==> config.mk <==
export PLATFORM = sky130hd
export DESIGN_NAME = ecg_sample_loader
export DESIGN_NICKNAME = d
export VERILOG_FILES = /design/src/rtl/ecg_pkg.sv /design/src/rtl/ecg_sat_scale.sv /design/src/rtl/ecg_sample_loader.sv
export SDC_FILE = /design/constraint.sdc
export NUM_CORES = 1
export LEC_CHECK = 0
export CAP_MARGIN = 25
export CORE_MARGIN = 5
export CORE_UTILIZATION = 45
export DETAILED_ROUTE_END_ITERATION = 10
export PLACE_DENSITY = 0.76
export SLEW_MARGIN = 25
export SYNTH_ARGS = -nofsm -noshare
export SYNTH_HDL_FRONTEND = slang
export SYNTH_SLANG_ARGS = --single-unit
==> constraint.sdc <==
create_clock -name clk -period 1.55 [get_ports clk]
set_input_delay 0.2325 -clock clk [delete_from_list [all_inputs] [get_ports clk]]
set_output_delay 0.2325 -clock clk [all_outputs]
set_load 0.05 [all_outputs]
==> src/rtl/ecg_pkg.sv <==
// Shared defaults and state encoding for the ECG front-end blocks.
package ecg_pkg;

    localparam int IN_W_DEF      = 16;
    localparam int OUT_W_DEF     = 8;
    localparam int SHIFT_DEF     = 4;
    localparam int N_SAMPLES_DEF = 256;
    localparam int ADDR_W_DEF    = 8;

    typedef enum logic {
        LOAD = 1'b0,
        DONE = 1'b1
    } ecg_state_e;

endpackage

==> src/rtl/ecg_sat_scale.sv <==
// Arithmetic right shift followed by saturation into a narrower signed word.
// Purely combinational so later filter stages can drop it into their own
// pipelines wherever they need it.
module ecg_sat_scale
    import ecg_pkg::*;
#(
    parameter int IN_W  = IN_W_DEF,
    parameter int OUT_W = OUT_W_DEF,
    parameter int SHIFT = SHIFT_DEF
) (
    input  logic [IN_W-1:0]  data_i,
    output logic [OUT_W-1:0] data_o
);

    logic signed [IN_W-1:0] shifted_w;

    // Arithmetic shift: negative values round toward -inf.
    assign shifted_w = $signed(data_i) >>> SHIFT;

    if (OUT_W >= IN_W) begin : gen_wide
        // Output is wide enough for every shifted value; just sign-extend.
        assign data_o = OUT_W'(shifted_w);
    end else begin : gen_sat
        localparam logic signed [IN_W-1:0] MAX_V = IN_W'(2 ** (OUT_W - 1) - 1);
        localparam logic signed [IN_W-1:0] MIN_V = ~MAX_V;

        // Clamp to the representable range of the output word.
        always_comb begin
            if (shifted_w > MAX_V) begin
                data_o = MAX_V[OUT_W-1:0];
            end else if (shifted_w < MIN_V) begin
                data_o = MIN_V[OUT_W-1:0];
            end else begin
                data_o = shifted_w[OUT_W-1:0];
            end
        end
    end

endmodule

==> src/rtl/ecg_sample_loader.sv <==
// Feeds one window of scaled ECG samples into the BNN sample buffer, then
// hands the window over with ecg_rd_done and waits for bnn_done.
//
// state | meaning
// ------+---------------------------------------------------------------
// LOAD  | s_ready high; each accepted sample is written one cycle later
// DONE  | window complete; ecg_rd_done held until bnn_done is sampled
module ecg_sample_loader
    import ecg_pkg::*;
#(
    parameter int IN_W      = IN_W_DEF,
    parameter int OUT_W     = OUT_W_DEF,
    parameter int SHIFT     = SHIFT_DEF,
    parameter int N_SAMPLES = N_SAMPLES_DEF,
    parameter int ADDR_W    = ADDR_W_DEF
) (
    input  logic              clk,
    input  logic              rst,
    input  logic              s_valid,
    input  logic [IN_W-1:0]   s_data,
    output logic              s_ready,
    output logic              buf_we,
    output logic [ADDR_W-1:0] buf_addr,
    output logic [OUT_W-1:0]  buf_wdata,
    output logic              ecg_rd_done,
    input  logic              bnn_done,
    output logic [15:0]       frame_cnt
);

    localparam logic [ADDR_W-1:0] LAST_IDX = ADDR_W'(N_SAMPLES - 1);

    ecg_state_e        state_q, state_d;
    logic [ADDR_W-1:0] cnt_q, cnt_d;
    logic              ready_q, ready_d;
    logic              we_q, we_d;
    logic [ADDR_W-1:0] addr_q, addr_d;
    logic [OUT_W-1:0]  wdata_q, wdata_d;
    logic              done_q, done_d;
    logic [15:0]       frame_q, frame_d;

    logic [OUT_W-1:0]  scaled_w;
    logic              accept_w;

    ecg_sat_scale #(
        .IN_W  (IN_W),
        .OUT_W (OUT_W),
        .SHIFT (SHIFT)
    ) u_sat_scale (
        .data_i (s_data),
        .data_o (scaled_w)
    );

    // s_ready is registered, so it already encodes "state is LOAD and we are
    // out of reset"; no separate state term is needed here.
    assign accept_w = s_valid && ready_q;

    // Next-state and registered-output logic.
    always_comb begin
        state_d = state_q;
        cnt_d   = cnt_q;
        ready_d = ready_q;
        we_d    = 1'b0;
        addr_d  = addr_q;
        wdata_d = wdata_q;
        done_d  = done_q;
        frame_d = frame_q;

        case (state_q)
            LOAD: begin
                ready_d = 1'b1;
                if (accept_w) begin
                    we_d    = 1'b1;
                    addr_d  = cnt_q;
                    wdata_d = scaled_w;
                    if (cnt_q == LAST_IDX) begin
                        // Last sample: the final write and ecg_rd_done appear
                        // together; bnn_done on this edge is not looked at.
                        cnt_d   = '0;
                        state_d = DONE;
                        ready_d = 1'b0;
                        done_d  = 1'b1;
                    end else begin
                        cnt_d = cnt_q + ADDR_W'(1);
                    end
                end
            end
            DONE: begin
                ready_d = 1'b0;
                done_d  = 1'b1;
                if (bnn_done) begin
                    state_d = LOAD;
                    ready_d = 1'b1;
                    done_d  = 1'b0;
                    frame_d = frame_q + 16'd1;
                end
            end
            default: begin
                state_d = LOAD;
                ready_d = 1'b0;
                done_d  = 1'b0;
            end
        endcase
    end

    // State and output registers with synchronous reset.
    always_ff @(posedge clk) begin
        if (rst) begin
            state_q <= LOAD;
            cnt_q   <= '0;
            ready_q <= 1'b0;
            we_q    <= 1'b0;
            addr_q  <= '0;
            wdata_q <= '0;
            done_q  <= 1'b0;
            frame_q <= '0;
        end else begin
            state_q <= state_d;
            cnt_q   <= cnt_d;
            ready_q <= ready_d;
            we_q    <= we_d;
            addr_q  <= addr_d;
            wdata_q <= wdata_d;
            done_q  <= done_d;
            frame_q <= frame_d;
        end
    end

    assign s_ready     = ready_q;
    assign buf_we      = we_q;
    assign buf_addr    = addr_q;
    assign buf_wdata   = wdata_q;
    assign ecg_rd_done = done_q;
    assign frame_cnt   = frame_q;

endmodule

==> After elaboration in Yosys (flattened, before gate mapping) <==
Cells that the tools add are included.
W data, S select, Z words.
{ "word_totals": {"input_bits": 20, "out_inout_bits": 35, "ff_bits": 44, "wordCells": 36} }
{ "op_classes": {"n_reduce_logical": 5, "order_cmp": 2, "addsub": 2, "eq_ne": 3, "muxes": 15, "bitwise_logic": 1} }
{ "ops": {"columns": ["cell", "count"], "rows": [
  ["$mux W8", 3],
  ["$add A16 B1 Y16 const B", 1],
  ["$gt A12 B8 Y1 const B", 1],
  ["$lt A12 B8 Y1 const B", 1],
  ["$mux W1", 9],
  ["$add A8 B1 Y8 const B", 1],
  ["$eq A8 B8 Y1 const B", 1],
  ["$pmux W1 S2", 3],
  ["$reduce_and A2 Y1", 3],
  ["$ne A2 B2 Y1 const B", 2],
  ["$reduce_or A2 Y1", 1],
  ["$logic_and A1 B1 Y1", 1],
  ["$not A1 Y1", 1]
]} }

==> Logic depth before layout (Yosys ltp) <==
{ "depth": {"ltp_word": 4, "depth_mapped": 6, "ltp_nobuf": 5} }

==> Modules after synthesis <==
A second synthesis with hierarchy kept.
{ "hier_totals": {"cells_unflattened": 233, "hier_area_um2": 2004.4} }
{ "by_module_without_submodules": {"columns": ["mod", "n_inst", "seq_area_each_um2", "area_per_inst_um2", "cells_each"], "rows": [
  ["ecg_sample_loader", 1, 880.8, 1794.2, 204],
  ["ecg_sat_scale", 1, 0.0, 210.2, 29]
]} }

==> Least setup slack after synthesis <==
Ideal clock, no wire load.
{ "synth_timing": {"kind": "reg2reg", "start": "reg frame_q[6], in the netlist frame_cnt[6]", "end": "reg frame_q[14], in the netlist frame_cnt[14]", "path_slack_ns": -0.214, "synth_period_minus_slack_ns": 1.764, "arrival_time_ns": 1.693, "setup_ns": 0.070, "required_time_ns": 1.480, "path_buffers": 0, "stages_incl_launch_ff": 5, "cell_sequence": "dfxtp_1 and4_4 nand4_4 or4_1 a21oi_1"} }
{ "synth_via": {"elab_chain_len": 1} }
{ "synth_lines": {"columns": ["item", "line_no", "text"], "rows": [
  ["start, declared", "ecg_sample_loader.sv:39", "logic [15:0] frame_q, frame_d;"],
  ["start signal, assigned", "ecg_sample_loader.sv:124", "frame_q <= frame_d;"],
  ["$add A16 B1 Y16", "ecg_sample_loader.sv:94", "frame_d = frame_q + 16'd1;"]
]} }
No other way between the ends.
A chain may end at the register's enable or synchronous reset.

==> Worst setup path after layout <==
{ "layout_timing": {"start": "reg frame_q[0], in the netlist frame_cnt[0]", "end": "reg frame_q[4], in the netlist frame_cnt[4]"} }
The elaborated chain is that of the path after synthesis.

==> flow_summary.ini <==
[status]
status = finished, final reports clean

[run]
drv_cap = 0

[sta]
finalClockSkew_ns = 0.00420
hold_violations = 0
setup_tns_ns = 0
period_share_pct = 90.4
slew_violations = 0
setup_viol = 0
rsz0062_at_grt = false
period_minus_slack_ns = 1.40
slew_headroom_pct = 77.0
tightest_slew_ns = 0.340
timing.final.ws_setup_ns = 0.148
fmax_ghz = 0.713

[logic_synthesis]
seq_area_frac_synth_pct = 48.5
synth.cell_area_um2 = 1820
yosysTopAreaCellShare_pct = 48.5
yosys-top-cells-area = dfxtp_1, a21oi_1, nand2_1
syn-num-nets = 233
synth-compound-area-share_pct = 13.3
synthDistinctLibCells = 33
synth_top_family_by_area = simple AND/OR/NAND/NOR gates
synth_fa_ha_area_share_pct = 1.38
synth_xor_area_share_pct = 6.27
synth_area_leader_cell = dfxtp_1
synth_warnings = 0
ys_ff_latch = 44
muxShareOfSynthArea_pct = 0
synth_area_per_cell_um2 = 8.60
synth-simple-area-share_pct = 27.7
syn_inst = 211

[clock_tree]
htree_levels = 2
cts_tree = done
cts-resized-gates = 0
cts.sinks = 44
cts_buffer_depth = 2
postCtsSetupBuffers = 0
worst_skew_pair.late_latency_ns = 0.29
cts_hold_buffers = 0
cts-root-buf = clkbuf_8
numCtsBuffers = 5
clk_pin_slew_ns = 0.08

[global_route]
grt_pass1_vias = 1586
antenna_found_initial = 0
grt_use_total_pct = 16.2
grt-ovfl-total = 0
grt_pass1_wl_mm = 6.87
grt_max_degree = 23

[die]
ioPinCount = 55
die_w_um = 73.5
start_util_pct = 46.0
core_um2 = 3940
fp-row-count = 23
die_y_um = 73.5
die_area_um2 = 5400

[placed_design]
port_buffers = 50
hpwl_mm = 2.98
gp_congestion = 0.812
pre_cts_slack_ns = -0.138

[worst_hold_path]
hold_path.class = reg2reg

[power_and_ir_drop]
ir_drop_v = 0.000438
powerDensity_nw_per_um2 = 827
p_leak_nw = 0.977
power.total_mw = 2.06

[layout]
area_delta_synth_final_pct = 37.2
mostFrequentLayoutCells = buf_4, nand2_1, dfxtp_1
layout.nets = 295
drive_above_1_share_pct = 28.5
antenna_cells = 0
mostFrequentLayoutCell = buf_4

[detailed_routing]
dr_total_vias = 1649
antenna_left = 0
viasPerCell = 5.09
firstDrtPassIters = 4
drc = 0
drtIter0Drc = 101
drt_wl_total_mm = 4.02
wire_per_inst_um = 12.4

[critical_path]
crit_path_end_kind = flip-flop
criticalPathCategory = reg2reg
cp-start-kind = flip-flop
crit_fanout = 7
cp.arrival_ns = 1.62
cp.required_ns = 1.77
==> worst paths after layout <==
path	startpoint	endpoint	slack (ns)	cells after the start
setup / recovery	frame_cnt[0]	frame_cnt[4]	0.15	5
hold reg to reg	buf_wdata[3]	buf_wdata[3]	0.45	2
setup reg to reg	frame_cnt[0]	frame_cnt[4]	0.15	5
hold / removal	buf_wdata[3]	buf_wdata[3]	0.45	2
==> report_power, final <==
part	switching [mW]	leakage, nW	internal [mW]
sequential	0.00891	0.362	1.14
clock	0.363	0.0455	0.363
combinational	0.104	0.569	0.0766
==> per-layer routing <==
layer,share of wire (%),vias up,track usage (%)
met2,48,40,27.7
met3,6.1,7,4.92
met1,44,744,19.0
li1,-,858,-
met5,0,-,0
met4,1.5,0,6.04
==> layout make-up <==
class,instances,area [um^2]
Multi-Input combinational cell,156,883
Timing Repair Buffer,66,558
Fill cell,347,1450
Sequential cell,44,897
Clock buffer,8,90.1
Tap cell,50,62.6
==> per-stage QoR <==
| stage | hold slack, ns | instance area [um^2] | instances | utilization, % |
|---|---|---|---|---|
| 2_1_floorplan | 0.369 | 1830 | 211 | - |
| 3_3_place_gp | 0.439 | 2400 | 316 | 60.9 |
| 3_5_place_dp | 0.445 | 2400 | 316 | 60.9 |
| 4_1_cts | 0.457 | 2490 | 324 | 63.2 |
| 5_1_grt | 0.480 | 2490 | 324 | 63.2 |
| 6_report | 0.451 | 2490 | 324 | 63.2 |
==> synth_stat cells, drive strengths merged <==
cell and count:
nand2 38, nand3b 2, nand3 9, nor3 4
xor2 10, nand4 7, a31o 1, xnor2 3
ha 2, nor4b 1, and4 5, and3b 1
dfxtp 44, nor4 1, nor2 15, a21oi 29
and3 2, or4 1, clkbuf 7, o31ai 1
o21ai 12, a31oi 2, and2 2, or3 7
buf 4, o21a 1
==> state kept, by name (all words and copies together) (netlist names) <==
| name | flops |
|---|---|
| buf_addr | 8 |
| buf_wdata | 8 |
| buf_we | 1 |
| cnt_q | 8 |
| ecg_rd_done | 1 |
| frame_cnt | 16 |
| s_ready | 1 |
| state_q | 1 |
==> critical path, cell delays in order (launching register included) <==
cell     delay, ns
dfxtp_2       0.36
ha_1          0.16
nand3_2       0.13
buf_4         0.19
or3_1         0.34
a21oi_1       0.16
==> cells by family (layout without fill, tap and decap cells) <==
| group | Yosys count | after routing |
|---|---|---|
| fa+ha+maj | 2 | 2 |
| buf+inv | 11 | 74 |
| compound gates | 46 | 46 |
| flops | 44 | 44 |
| xor+xnor | 13 | 13 |
| simple gates | 95 | 95 |
Note: power is estimated with default switching activity, not from simulation.
==> edit 1: new RTL, same flow settings <==
The package constant `OUT_W_DEF` goes from 8 to 10.
--- a/src/rtl/ecg_pkg.sv
+++ b/src/rtl/ecg_pkg.sv
@@ -2,7 +2,7 @@
 package ecg_pkg;
 
     localparam int IN_W_DEF      = 16;
-    localparam int OUT_W_DEF     = 8;
+    localparam int OUT_W_DEF     = 10;
     localparam int SHIFT_DEF     = 4;
     localparam int N_SAMPLES_DEF = 256;
     localparam int ADDR_W_DEF    = 8;
Interface: changed (resized buf_wdata); port bits go from 55 to 57. No check against the original RTL was run, so the function may have changed too.
==> edit 1 against the original RTL <==
Synthesized area rose by 2.3%; die area rose by 2.0%; sequential cell count rose by 2; non-clock buffer count rose by 4; total power rose by 4.0%; combinational power rose by 17%; synthesized cell count rose by 4.7%; sequential share of layout area rose by 0.88 points; first-iteration DRC count fell by 77%; routed wire length rose by 2.5%; utilization rose by 0.91 points; worst setup slack got worse by 70 ps; final area rose by 2.9%; critical path type unchanged; critical endpoint is now frame_cnt[14]; largest cell class unchanged; largest power group unchanged.
==> edit 1: results (changes against the original RTL) <==
- Skew final: 2.88 ps (was 4.20 ps)
- Syn Nets: 243 (was 233)
- First-pass GRT wire length: 6710 um (was 6870 um)
- Inst Count DP: 331 (was 316)
- WL met2: 1920 um (was 1930 um)
- Seq/Total Area, Yosys: 0.496 (was 0.485)
- Critical path's slowest cell: dfxtp_4 (was dfxtp_2)
- Number of vias per cell: 5.12 (was 5.09)
- Area growth syn-to-layout: 38.1% (was 37.2%)
- Vias in the first global route: 1559 (was 1586)
- Top cells by area, synth: dfxtp_1 50%, nand2_1 8.9%, a21oi_1 8.1%, xor2_1 6.1%, o21ai_0 4.3% (was dfxtp_1 49%, a21oi_1 8.0%, nand2_1 7.9%, xor2_1 4.8%, o21ai_0 3.3%)
- Mapped Avg Cell Area: 8.40 sq um (was 8.60 sq um)
- Outcome: finished, final reports clean (unchanged)
- DP HPWL: 3080 um (was 2980 um)
- Port Buffer Count: 52 (was 50)
- Distinct cells, synth: 30 (was 33)
- Gr usage total: 0.156 (was 0.162)
- Largest net degree at the start of global routing: 16 (was 23)
- Pleak: 0.00103 uW (was 0.000977 uW)
- Worst slew pin tran: 243 ps (was 340 ps)
- Share of post-route cells with drive strength above 1: 0.292 (was 0.285)
- CP Max Fanout: 5 (was 7)
- Final GP Congestion: 0.764 (was 0.812)
- DR WL met3: 328 um (was 244 um)
- Synth top cells by count: 46 x dfxtp_1, 44 x nand2_1, 30 x a21oi_1, 20 x nor2_1, 16 x o21ai_0 (was 44 x dfxtp_1, 38 x nand2_1, 29 x a21oi_1, 15 x nor2_1, 12 x o21ai_0)
- FILL cells: 378 (was 347)
- Worst VDD drop: 0.456 mV (was 0.438 mV)
[edit 1: kinds of logic after synthesis]
group | after synthesis | synth area share
AO/OA/AOI/OAI | 49 | 0.137
XOR/XNOR | 13 | 0.0613
adder cells (fa/ha/maj) | 2 | 0.0135
buffers and inverters | 12 | 0.0256
flip-flops | 46 | 0.496
AND/OR/NAND/NOR | 99 | 0.266
[edit 1: cell type report]
type,instances,area share
Timing Repair Buffer,70,0.220
Sequential cell,46,0.369
Inverter,2,0.00293
Clock buffer,7,0.0337
Multi-Input combinational cell,163,0.350
Tap cell,50,0.0244
[edit 1: how the worst min path moves through the flow]
stage,to,slack [ps],cells past startpoint
3_3_place_gp,buf_wdata[4],440,2
3_5_place_dp,buf_wdata[7],450,2
5_1_grt,buf_addr[4],470,2
4_1_cts,buf_wdata[7],460,2
2_1_floorplan,buf_wdata[9],370,2
6_report,buf_wdata[7],450,2
[edit 1: per-stage QoR]
stage               setup WS, ps  cell area, sq um  utilization
detailed placement          -180              2470        0.617
finish                      77.9              2560        0.641
CTS                         60.6              2550        0.638
floorplan                   9.92              1880            -
global placement            -131              2470        0.617
global route                3.92              2560        0.641
[edit 1: worst max-delay path: cells and delay by family (launching register included)]
kind	cells	cell delay [ps]
compound gates	1	160
simple gates	3	700
fa+ha+maj	1	170
flops	1	370
[edit 1: where the power goes]
group | leakage (uW) | internal (uW) | switching [uW]
Sequential | 0.000379 | 1190 | 9.98
Clock | 0.0000443 | 354 | 375
Combinational | 0.000610 | 87.0 | 124
[edit 1: layer usage]
metal	global-route usage	vias to the layer above
met5	0	-
met4	0.0593	0
met3	0.0527	8
met2	0.256	48
met1	0.191	782
li1	-	893
==> edit 2: new RTL, same settings <==
Without the edit above. Make the reset (`rst`) asynchronous in one clocked block. Comments in the files are not updated.
--- a/src/rtl/ecg_sample_loader.sv
+++ b/src/rtl/ecg_sample_loader.sv
@@ -103,7 +103,7 @@
     end
 
     // State and output registers with synchronous reset.
-    always_ff @(posedge clk) begin
+    always_ff @(posedge clk or posedge rst) begin
         if (rst) begin
             state_q <= LOAD;
             cnt_q   <= '0;
Behaviour: differs if rst is asserted again (counterexample within 4 cycles, from zero or initial values and one cycle with rst high); with rst held inactive, the same outputs for 10 cycles.
==> edit 2 against the original RTL <==
First-iteration DRC count decreased by 40%; routed wire length fell by 6.9%; worst setup slack worse by 24 ps; utilization rose by 1.8 points; sequential share of layout area grew 6.0 points; critical endpoint is now s_ready; clock skew is essentially flat; die area up 4.9%; final area is 5.8% higher; synthesized area rose by 5.7%; sequential cell count is the same; critical path depth did not move.
Power is not compared: it rests on default switching activity, and its combinational part moved more than twofold at a synthesized area within 25%.
==> edit 2: results (changes against the original RTL) <==
- Outcome: finished, final reports clean (unchanged)
- DRT iter0 DRCs: 61 (was 101)
- First-pass GRT wire length: 6390 um (was 6870 um)
- Critical path's slowest cell: dfrtp_1 (was dfxtp_2)
- DP HPWL: 2860 um (was 2980 um)
- P_sw: 1060 uW
- Syn Nets: 207 (was 233)
- Root Driver: clkbuf_8 (unchanged)
- Synth Area in Adders: 0.0130 (was 0.0138)
- Nets: 269 (was 295)
- Top cells by area, synth: dfrtp_1 57%, nand2_1 9.6%, xnor2_1 5.5%, o21ai_0 4.2%, xor2_1 2.7% (was dfxtp_1 49%, a21oi_1 8.0%, nand2_1 7.9%, xor2_1 4.8%, o21ai_0 3.3%)
- Pre-antenna DRT Iters: 4 (unchanged)
- Compound-cell area share of the yosys netlist: 0.0769 (was 0.133)
- Largest net degree at the start of global routing: 17 (was 23)
- M1 WL: 1700 um (was 1790 um)
- Inst Count DP: 290 (was 316)
- Synth top cells by count: 49 x nand2_1, 44 x dfrtp_1, 16 x o21ai_0, 12 x xnor2_1, 8 x nor2_1 (was 44 x dfxtp_1, 38 x nand2_1, 29 x a21oi_1, 15 x nor2_1, 12 x o21ai_0)
- Top FF cell, synth: dfrtp_1 (was dfxtp_1)
- Crit-path max cell delay: 390 ps (was 360 ps)
- WL met2: 1780 um (was 1930 um)
- Synth Area in XOR/XNOR: 0.0821 (was 0.0627)
- Ys async rst share: 1.00 (was 0)
- Yosys top cell area share: 0.574 (was 0.485)
- Met1 global-route usage: 0.196 (was 0.190)
- CP top delay family: flip-flops (was simple AND/OR/NAND/NOR gates)
- Cells after Synth: 185 (was 211)
- Per-cell routed wire length: 12.6 um (was 12.4 um)
- GR Util met3: 0.0383 (was 0.0492)
- Multiplexer share of the synthesized area: 0.0111 (was 0)
- Gr usage total: 0.146 (was 0.162)
- Vias: 1458 (was 1649)
- Skew final: 4.69 ps (was 4.20 ps)
- Final GP Congestion: 0.773 (was 0.812)
- Worst slack, placed: -9.76 ps (was -138 ps)
- CP Max Fanout: 6 (was 7)
- Met2 usage: 0.231 (was 0.277)
- Seq/Total Area, Yosys: 0.574 (was 0.485)
- DR WL met3: 223 um (was 244 um)
- Share of post-route cells with drive strength above 1: 0.294 (was 0.285)
- Vias in the first global route: 1442 (was 1586)
- Critical Path Start: cnt_q[1] (was frame_cnt[0])
- Arrival @ worst endpoint: 1600 ps (was 1620 ps)
- DRT Wirelength: 3750 um (was 4020 um)
## edit 2: changes by cell type in the layout (fill, tap and decap cells not counted), moves of 6 or more
cell / unedited run / this run
a21oi_1: 29 / 2
dfrtp_1: 0 / 38
buf_4: 49 / 41
dfrtp_2: 0 / 6
xnor2_1: 3 / 12
nand2_1: 38 / 49
dfxtp_2: 13 / 0
nor2_1: 15 / 8
dfxtp_1: 31 / 0
or3_1: 6 / 0
## edit 2: final timing paths
kind                                      end  slack [ps]  cells after the start
worst max register to register        s_ready         120                      5
max in group asynchronous        frame_cnt[1]         890                      3
min in group clk                frame_cnt[15]         480                      1
worst min-delay path            frame_cnt[13]         240                      2
worst max-delay path                  s_ready         120                      5
worst min register to register  frame_cnt[15]         480                      1
## edit 2: layout make-up
type	count	area, sq um
multi-input cells	128	757
clock buffers	6	72.6
flip-flops and latches	44	1110
well taps	50	62.6
inverters	6	22.5
repair buffers	62	578
clock inverters	2	35.0
fillers	312	1420
## edit 2: per-stage QoR
stage               cell area, sq um  power (uW)  TNS (ps)  utilization  hold slack [ps]
floorplan                       1930        2030         0            -              338
global placement                2530        2320     -3.46        0.623              458
detailed placement              2530        2340     -9.76        0.623              467
CTS                             2640        3190         0        0.650              243
global route                    2640        3330         0        0.650              271
finish                          2640        3160         0        0.650              239
## edit 2: power by group through the flow
stage / Sequential (uW) / Combinational, uW / Clock (uW)
2_1_floorplan: 1790 / 245 / 0
3_3_place_gp: 1480 / 840 / 0
3_5_place_dp: 1480 / 858 / 0
4_1_cts: 1460 / 859 / 870
5_1_grt: 1490 / 927 / 909
6_report: 1460 / 849 / 842
